--- src/rtl/regcal_pkg.sv ---
// Shared types, default parameters and band arithmetic for the regulator
// calibration sequencer.
package regcal_pkg;

  typedef enum logic [2:0] {
    S_IDLE,
    S_CONFIG,
    S_WARMUP,
    S_TRACK,
    S_LOCKED,
    S_FAIL
  } state_t;

  localparam int DEF_WARMUP_CYCLES = 16;
  localparam int DEF_LOCK_WINDOWS  = 4;
  localparam int DEF_MAX_WINDOWS   = 64;

  // Slow-side bound: sp + tol, clamped to the largest w-bit value.
  function automatic logic [31:0] band_hi(input logic [31:0] sp, input logic [31:0] tl,
                                          input int w);
    logic [32:0] sum;
    logic [32:0] lim;
    sum = {1'b0, sp} + {1'b0, tl};
    lim = (33'd1 << w) - 33'd1;
    return (sum > lim) ? lim[31:0] : sum[31:0];
  endfunction

  // Fast-side bound: sp - tol, floored at 1 so the regulator never sees a zero period.
  function automatic logic [31:0] band_lo(input logic [31:0] sp, input logic [31:0] tl);
    return (sp > tl) ? (sp - tl) : 32'd1;
  endfunction

endpackage

--- src/rtl/window_monitor.sv ---
// Tracks regulator windows: co_passed edge detect, per-window dirty flag,
// consecutive clean-window and total-window counters.
module window_monitor #(
  parameter int LOCK_WINDOWS = 4,
  parameter int MAX_WINDOWS  = 64
) (
  input  logic clk_frequency,
  input  logic rst_frequency,
  input  logic co_passed,
  input  logic increment,
  input  logic decrement,
  input  logic track,
  input  logic clear,
  output logic win_edge,
  output logic clean,
  output logic lock_hit,
  output logic max_hit
);

  localparam int LCW = $clog2(LOCK_WINDOWS) + 1;
  localparam int WCW = $clog2(MAX_WINDOWS) + 1;

  logic           co_q;
  logic           dirty;
  logic [LCW-1:0] lock_cnt;
  logic [WCW-1:0] win_cnt;

  assign win_edge = co_passed & ~co_q;
  // Adjust flags on the edge cycle still belong to the window being closed.
  assign clean    = ~(dirty | increment | decrement);
  assign lock_hit = track & win_edge & clean & (lock_cnt >= LCW'(LOCK_WINDOWS - 1));
  assign max_hit  = track & win_edge & (win_cnt >= WCW'(MAX_WINDOWS - 1));

  always_ff @(posedge clk_frequency) begin
    if (rst_frequency) begin
      co_q     <= 1'b0;
      dirty    <= 1'b0;
      lock_cnt <= '0;
      win_cnt  <= '0;
    end else begin
      co_q <= co_passed;
      if (clear) begin
        dirty    <= 1'b0;
        lock_cnt <= '0;
        win_cnt  <= '0;
      end else begin
        dirty <= win_edge ? 1'b0 : (dirty | increment | decrement);
        if (track && win_edge) begin
          if (win_cnt != WCW'(MAX_WINDOWS)) win_cnt <= win_cnt + 1'b1;
          if (!clean)                                  lock_cnt <= '0;
          else if (lock_cnt != LCW'(LOCK_WINDOWS))     lock_cnt <= lock_cnt + 1'b1;
        end
      end
    end
  end

endmodule

--- src/rtl/regulator_cal_sequencer.sv ---
// Calibration run sequencer: latches the target band, enables the ring
// oscillator, warms up, releases regulator init and judges lock/timeout.
module regulator_cal_sequencer
  import regcal_pkg::*;
#(
  parameter int W             = 8,
  parameter int WARMUP_CYCLES = DEF_WARMUP_CYCLES,
  parameter int LOCK_WINDOWS  = DEF_LOCK_WINDOWS,
  parameter int MAX_WINDOWS   = DEF_MAX_WINDOWS
) (
  input  logic         clk_frequency,
  input  logic         rst_frequency,
  input  logic         start,
  input  logic         abort,
  input  logic [W-1:0] setperiod_req,
  input  logic [W-1:0] tol,
  input  logic         co_passed,
  input  logic         increment,
  input  logic         decrement,
  output logic         osc_en,
  output logic         reg_init,
  output logic [W-1:0] setperiod,
  output logic [W-1:0] fmin,
  output logic [W-1:0] fmax,
  output logic         busy,
  output logic         locked,
  output logic         timeout,
  output logic         cfg_err,
  output logic         lock_lost
);

  localparam int WUW = $clog2(WARMUP_CYCLES) + 1;

  state_t         state, state_n;
  logic [WUW-1:0] wu_cnt;
  logic           load, cfg_ok, cfg_err_n, lock_lost_n;
  logic           win_edge, clean, lock_hit, max_hit;
  logic           track, win_clear;

  assign cfg_ok    = (setperiod_req != '0) && (tol != '0);
  assign track     = (state == S_TRACK);
  // Window state lives only while tracking or locked; re-entering TRACK restarts it.
  assign win_clear = !(state == S_TRACK || state == S_LOCKED) || lock_lost_n;

  window_monitor #(
    .LOCK_WINDOWS(LOCK_WINDOWS),
    .MAX_WINDOWS (MAX_WINDOWS)
  ) u_win (
    .clk_frequency(clk_frequency),
    .rst_frequency(rst_frequency),
    .co_passed    (co_passed),
    .increment    (increment),
    .decrement    (decrement),
    .track        (track),
    .clear        (win_clear),
    .win_edge     (win_edge),
    .clean        (clean),
    .lock_hit     (lock_hit),
    .max_hit      (max_hit)
  );

  always_comb begin
    state_n     = state;
    load        = 1'b0;
    cfg_err_n   = 1'b0;
    lock_lost_n = 1'b0;
    if (abort) begin
      state_n = S_IDLE;
    end else begin
      case (state)
        S_IDLE, S_FAIL: begin
          if (start) begin
            if (cfg_ok) begin
              state_n = S_CONFIG;
              load    = 1'b1;
            end else begin
              cfg_err_n = 1'b1;
            end
          end
        end
        S_CONFIG: state_n = S_WARMUP;
        S_WARMUP: if (wu_cnt == '0) state_n = S_TRACK;
        S_TRACK: begin
          if (lock_hit)     state_n = S_LOCKED;
          else if (max_hit) state_n = S_FAIL;
        end
        S_LOCKED: begin
          if (win_edge && !clean) begin
            state_n     = S_TRACK;
            lock_lost_n = 1'b1;
          end
        end
        default: state_n = S_IDLE;
      endcase
    end
  end

  always_ff @(posedge clk_frequency) begin
    if (rst_frequency) begin
      state     <= S_IDLE;
      wu_cnt    <= '0;
      setperiod <= '0;
      fmin      <= '0;
      fmax      <= '0;
      osc_en    <= 1'b0;
      reg_init  <= 1'b0;
      busy      <= 1'b0;
      locked    <= 1'b0;
      timeout   <= 1'b0;
      cfg_err   <= 1'b0;
      lock_lost <= 1'b0;
    end else begin
      state <= state_n;
      if (state == S_CONFIG)                     wu_cnt <= WUW'(WARMUP_CYCLES - 1);
      else if (state == S_WARMUP && wu_cnt != '0) wu_cnt <= wu_cnt - 1'b1;
      if (load) begin
        setperiod <= setperiod_req;
        fmin      <= W'(band_hi(32'(setperiod_req), 32'(tol), W));
        fmax      <= W'(band_lo(32'(setperiod_req), 32'(tol)));
      end
      // Status outputs are decoded from the next state so they align with it.
      osc_en    <= (state_n == S_WARMUP) || (state_n == S_TRACK) || (state_n == S_LOCKED);
      reg_init  <= (state_n == S_TRACK) || (state_n == S_LOCKED);
      busy      <= (state_n == S_CONFIG) || (state_n == S_WARMUP) ||
                   (state_n == S_TRACK)  || (state_n == S_LOCKED);
      locked    <= (state_n == S_LOCKED);
      timeout   <= (state_n == S_FAIL);
      cfg_err   <= cfg_err_n;
      lock_lost <= lock_lost_n;
    end
  end

endmodule

--- config.mk ---
export PLATFORM = sky130hd
export DESIGN_NAME = regulator_cal_sequencer
export DESIGN_NICKNAME = d
export VERILOG_FILES = /design/src/rtl/regcal_pkg.sv /design/src/rtl/window_monitor.sv /design/src/rtl/regulator_cal_sequencer.sv
export SDC_FILE = /design/constraint.sdc
export NUM_CORES = 1
export LEC_CHECK = 0
export ABC_AREA = 1
export CAP_MARGIN = 30
export CORE_MARGIN = 5
export CORE_UTILIZATION = 45
export DETAILED_ROUTE_END_ITERATION = 16
export PLACE_DENSITY_LB_ADDON = 0.08
export SLEW_MARGIN = 30
export SYNTH_ARGS = -nofsm -noshare
export SYNTH_HDL_FRONTEND = slang
export SYNTH_SLANG_ARGS = --single-unit
--- constraint.sdc ---
create_clock -name clk_frequency -period 2 [get_ports clk_frequency]
set_clock_uncertainty 0.15 [all_clocks]
set_input_delay 0.4 -clock clk_frequency [delete_from_list [all_inputs] [get_ports clk_frequency]]
set_output_delay 0.4 -clock clk_frequency [all_outputs]
set_load 0.1 [all_outputs]
==> Yosys cells after proc, flatten, opt, wreduce, memory -nomap -nowiden <==
Index checks and enable logic that the tools add are counted.
{ "totals": {"register_bits": 51, "input_bits": 23, "output_inout_bits": 31, "elab_cells": 98} }
{ "classes": {"addsub": 5, "order_cmp": 4, "n_eq_ne": 12, "n_mux": 22, "bitwise": 11, "reduce_logical": 27} }
{ "op_table": {"columns": ["cell", "n"], "rows": [
  ["3-bit two-way mux", 9],
  ["8-bit two-way mux", 2],
  ["8-bit nonzero test", 2],
  ["3-bit one-hot mux with 5 select lines", 1],
  ["3-bit by 2-bit == test with 1-bit output (second input constant)", 4],
  ["3-bit == test (second input constant)", 4],
  ["8-bit by 8-bit adder with 9-bit output", 1],
  ["9-bit by 8-bit greater-than comparator with 1-bit output (second input constant)", 1],
  ["8-bit greater-than comparator", 1],
  ["1-bit logical OR", 8],
  ["1-bit two-way mux", 8],
  ["4-bit two-way mux", 2],
  ["8-bit subtractor", 1],
  ["7-bit by 1-bit adder with 7-bit output (second input constant)", 1],
  ["7-bit by 6-bit >= comparator with 1-bit output (second input constant)", 1],
  ["7-bit != test (second input constant)", 1],
  ["3-bit by 1-bit == test with 1-bit output (second input constant)", 2],
  ["2-bit OR reduction", 3],
  ["1-bit AND", 5],
  ["5-bit zero test", 1],
  ["5-bit nonzero test", 1],
  ["5-bit by 1-bit subtractor with 5-bit output (second input constant)", 1],
  ["1-bit logical AND", 4],
  ["1-bit NOT", 4],
  ["other kinds (10)", 13]
]} }

==> Longest topological paths before layout <==
{ "depth": {"depth_word": 12, "depth_mapped": 13, "ltp_nobuf": 12} }

==> By module <==
A second synthesis with hierarchy kept.
{ "hier_totals": {"hier_cells": 447, "hier_area_um2": 3069.2} }
{ "modules_own_cells": {"columns": ["module", "n_inst", "cells_each", "area_per_inst_um2", "seq_area_each_um2"], "rows": [
  ["regulator_cal_sequencer", 1, 341, 2352.3, 780.7],
  ["window_monitor", 1, 106, 716.9, 240.2]
]} }

==> Worst setup path after synthesis <==
OpenSTA, ideal clock, no wires.
{ "synth_timing": {"path_kind": "in2reg", "start": "input setperiod_req[0]", "end": "register fmin[4]", "setup_time_ns": 0.118, "arrival_time_ns": 1.753, "required_time_ns": 1.732, "slack_ns": -0.021, "stages": 10, "path_buffers": 0, "cell_sequence": "ha_1 fa_1 nand3_1 nand2_1 nand2_1 nor2_1 a21oi_2 nand2_1 a21oi_1 nor2_1"} }
{ "synth_between": {"elab_chain_cells": 6, "elab_cells_between_ends": 9, "classes_between": "add/sub (1); order compare (1); mux (5); reduce/logical (2)"} }
{ "synth_lines": {"columns": ["element", "line", "text"], "rows": [
  ["start: declaration", "regulator_cal_sequencer.sv:15", "input logic [W-1:0] setperiod_req,"],
  ["branches (longest 6 deep; another with 8-bit by 8-bit adder with 9-bit output)", null, null],
  ["end signal: assignment", "regulator_cal_sequencer.sv:118", "fmin <= W'(band_hi(32'(setperiod_req), 32'(tol), W));"],
  ["end: declaration", "regulator_cal_sequencer.sv:23", "output logic [W-1:0] fmin,"]
]} }
Parallel ways; which one is timed is not known.
A chain may end at the register's enable or synchronous reset.

==> Worst setup path after layout <==
{ "layout_timing": {"start": "input tol[0]", "end": "register fmin[4]"} }
{ "layout_between": {"elab_chain_cells": 6, "elab_cells_between_ends": 9, "classes_between": "add/sub (1); order compare (1); mux (5); reduce/logical (2)"} }
{ "layout_lines": {"columns": ["element", "line", "text"], "rows": [
  ["start: declaration", "regulator_cal_sequencer.sv:16", "input logic [W-1:0] tol,"],
  ["branches (longest 6 deep; another with 8-bit by 8-bit adder with 9-bit output)", null, null]
]} }
Parallel ways; which one is timed is not known.

==> flow_summary_export.csv <==
group,metric,value,unit
clock_tree,clk_path_buf_depth,2,
setup_path,path_class,"primary input to flip-flop",
clock_tree,cts_buffers,5,
sta,fin_tns_setup,0,ns
clock_tree,hold_buffers,0,
setup_path,slowest_stage,"fa_2",
synth,seq_area_frac_synth,0.333,
synth,synth-compound-area-share,0.139,
synth,synthAdderAreaFrac,0.107,
sta,hold_viol,0,
synth,netlist_instances,440,
global_route,grt_max_degree,20,
clock_tree,path_clk_slew,0.09,ns
drt,wl,8300,um
global_route,grt_pass1_wl,13900,um
final_layout,diodes,0,
drt,drt-initial-drc-count,114,
synth,yosys-top-cells-count,"nand2_1, inv_1, nor2_1",
synth,async_reset_ff_frac,0,
global_route,grt.overflow.total,0,
synth,avgSynthCellArea,6.98,sq um
synth,synth_xor_area_frac,0.0257,
setup_path,cpPeakStageDelay,0.35,ns
sta,finalSetupViolations,0,
drt,drcViolationCount,0,
floorplan,initial_core_util,0.457,
placement,dp_hpwl,6490,um
sta,worst_slack,0.118,ns
clock_tree,clk_latency,0.30,ns
synth,synth_warnings,0,
drt,antenna_left,0,
synth,yosys.area.top_type,"dfxtp_1",
sta,timing.slew.headroom,0.760,
synth,synth_top_family_by_area,"simple AND/OR/NAND/NOR gates",
setup_path,cp-end-kind,"flip-flop",
synth,synth_most_common_cell,"nand2_1",
floorplan,die_h,92.6,um
clock_tree,htreeDepth,2,
placement,dpl_worst_slack,-0.586,ns
synth,muxShareOfSynthArea,0,
final_layout,drive_above_1_share,0.311,
drt,wl_per_cell,12.8,um
setup_path,crit_path_cell_trace,"dlygate4sd2_1, ha_2, fa_2, nand3_2, nand2_1, nand2_2, nor2_2, a21oi_2, nand2_2, a21oi_2, nor2_1",
floorplan,core,6720,sq um
final_layout,finalNetCount,616,
global_route,antenna_found_initial,0,
min_path,hp-class,"primary input to flip-flop",
synth,synth_area,3070,sq um
clock_tree,cts_root_buffer,"clkbuf_8",
sta,rsz0062_at_grt,"no",
sta,clock.fmax,0.531,GHz
floorplan,die_area,8570,sq um
global_route,first_global_vias,3113,
synth,synth_ff_type,"dfxtp_1",
synth,synth_seq_cells,51,
drt,vias,3231,
setup_path,cp.arrival,1.94,ns
power_and_ir_drop,vdd_drop_max,0.399,mV
setup_path,required,2.06,ns
final_layout,final_util,0.720,
global_route,grt_usage,0.199,
synth,synth_nets,488,
synth,synth-edff-count,0,
floorplan,rows,30,
clock_tree,clock-sinks,51,
run_status,status,"completed",
sta,final_max_slew_viol_count,0,
sta,finalWorstPathRequiredPeriod,1.88,ns
setup_path,worst_setup_path_start_kind,"primary input",
synth,synthSimpleGateAreaFrac,0.296,
sta,final.period_utilization,0.941,
synth,synth.distinct_cells,34,
synth,ys_top_cells_by_area,"dfxtp_1, nand2_1, ha_1",
power_and_ir_drop,p_leak,2.24,nW
flow_run,drv_cap,0,
floorplan,io-pin-count,54,
final_layout,areaGrowthSynthToFinish,57.6,%
final_layout,fill_cells,511,
clock_tree,cts_tree,"done",
setup_path,cp_num_buf_inv,1,
setup_path,path_max_fanout,5,
setup_path,cp_top_family,"adder cells",
drt,first_pass_iters,4,
placement,routabilityCongestion,0.909,
drt,viasPerCell,4.98,
placement,numPortBuffers,53,
power_and_ir_drop,power.density,552,nW/um^2
sta,worst-slew-pin-transition,0.359,ns
floorplan,die_w,92.6,um
synth,synth_top_area_share,0.333,
-- logic make-up (layout without fill, tap and decap cells) --
| logic type | count (synthesis) | in the layout |
|---|---|---|
| compound gates | 72 | 72 |
| xor+xnor | 9 | 9 |
| fa+ha+maj | 25 | 25 |
| buf+inv | 76 | 205 |
| flops | 51 | 51 |
| simple gates | 207 | 207 |
-- registers in the layout (all words and copies together) (netlist names) --
name,count
fmax,8
fmin,8
setperiod,8
u_win.win_cnt,7
wu_cnt,5
state,3
u_win.lock_cnt,3
busy,1
cfg_err,1
lock_lost,1
locked,1
osc_en,1
reg_init,1
timeout,1
u_win.co_q,1
u_win.dirty,1
-- layout make-up --
type                    count  area [sq um]  share of cell area
well taps                  80           100              0.0207
clock inverters             2          12.5             0.00259
inverters                  64           245              0.0507
repair buffers            133          1460               0.301
flip-flops and latches     51          1020               0.211
multi-input cells         313          1930               0.399
clock buffers               6          72.6              0.0150
-- power breakdown --
group / leakage, nW / total, W / internal, W / switching [W]
logic: 1.78 / 0.000994 / 0.000433 / 0.000562
registers: 0.415 / 0.00110 / 0.00105 / 0.0000408
clock network: 0.0412 / 0.000579 / 0.000245 / 0.000334
total: 2.24 / 0.00267 / 0.00173 / 0.000937
-- timing repair --
action                                  4_1_cts  5_1_grt
endpoints found under the setup margin       27       28
resized for setup                            44       19
pin swaps                                    16       12
setup buffers                                 3        1
-- per-layer routing --
layer	wire length, um	up-vias	global-route usage
met5	0	-	0
met4	229	0	0.0767
met1	3660	1483	0.233
li1	-	1666	-
met3	264	18	0.0317
met2	4140	64	0.361
-- path summary, 6_finish.rpt --
path	from	endpoint	slack, ns	cells past startpoint
setup / recovery	tol[0]	fmin[4]	0.12	11
hold / removal	setperiod_req[0]	setperiod[0]	0.23	3
setup reg to reg	u_win.win_cnt[0]	osc_en	0.20	11
hold reg to reg	u_win.win_cnt[0]	u_win.win_cnt[0]	0.34	2
-- placed cells by master (no fill, tap or decap), drive strengths merged, types with 9 or more instances in the layout --
cell type	Yosys	final
nand2	102	102
inv	62	62
buf	7	111
dlygate4sd2	0	10
nor2	55	55
nand3	31	31
dfxtp	51	51
a21oi	33	33
ha	23	23
a31oi	9	9
xor2	9	9
o21ai	24	24
-- per-stage QoR --
| step | cells | area (sq um) | total power (W) | hold slack, ns |
|---|---|---|---|---|
| 2_1_floorplan | 440 | 3080 | 0.00161 | 0.303 |
| 3_3_place_gp | 637 | 4530 | 0.00203 | 0.318 |
| 3_5_place_dp | 637 | 4530 | 0.00204 | 0.329 |
| 4_1_cts | 648 | 4780 | 0.00266 | 0.344 |
| 5_1_grt | 649 | 4840 | 0.00281 | 0.257 |
| 6_report | 649 | 4840 | 0.00267 | 0.230 |
-- worst min-delay path, delay by kind of cell --
family,cells,cell delay (ns)
compound gates,1,0.06
buf+inv,2,0.17
Power figures use the tool's default switching activity.
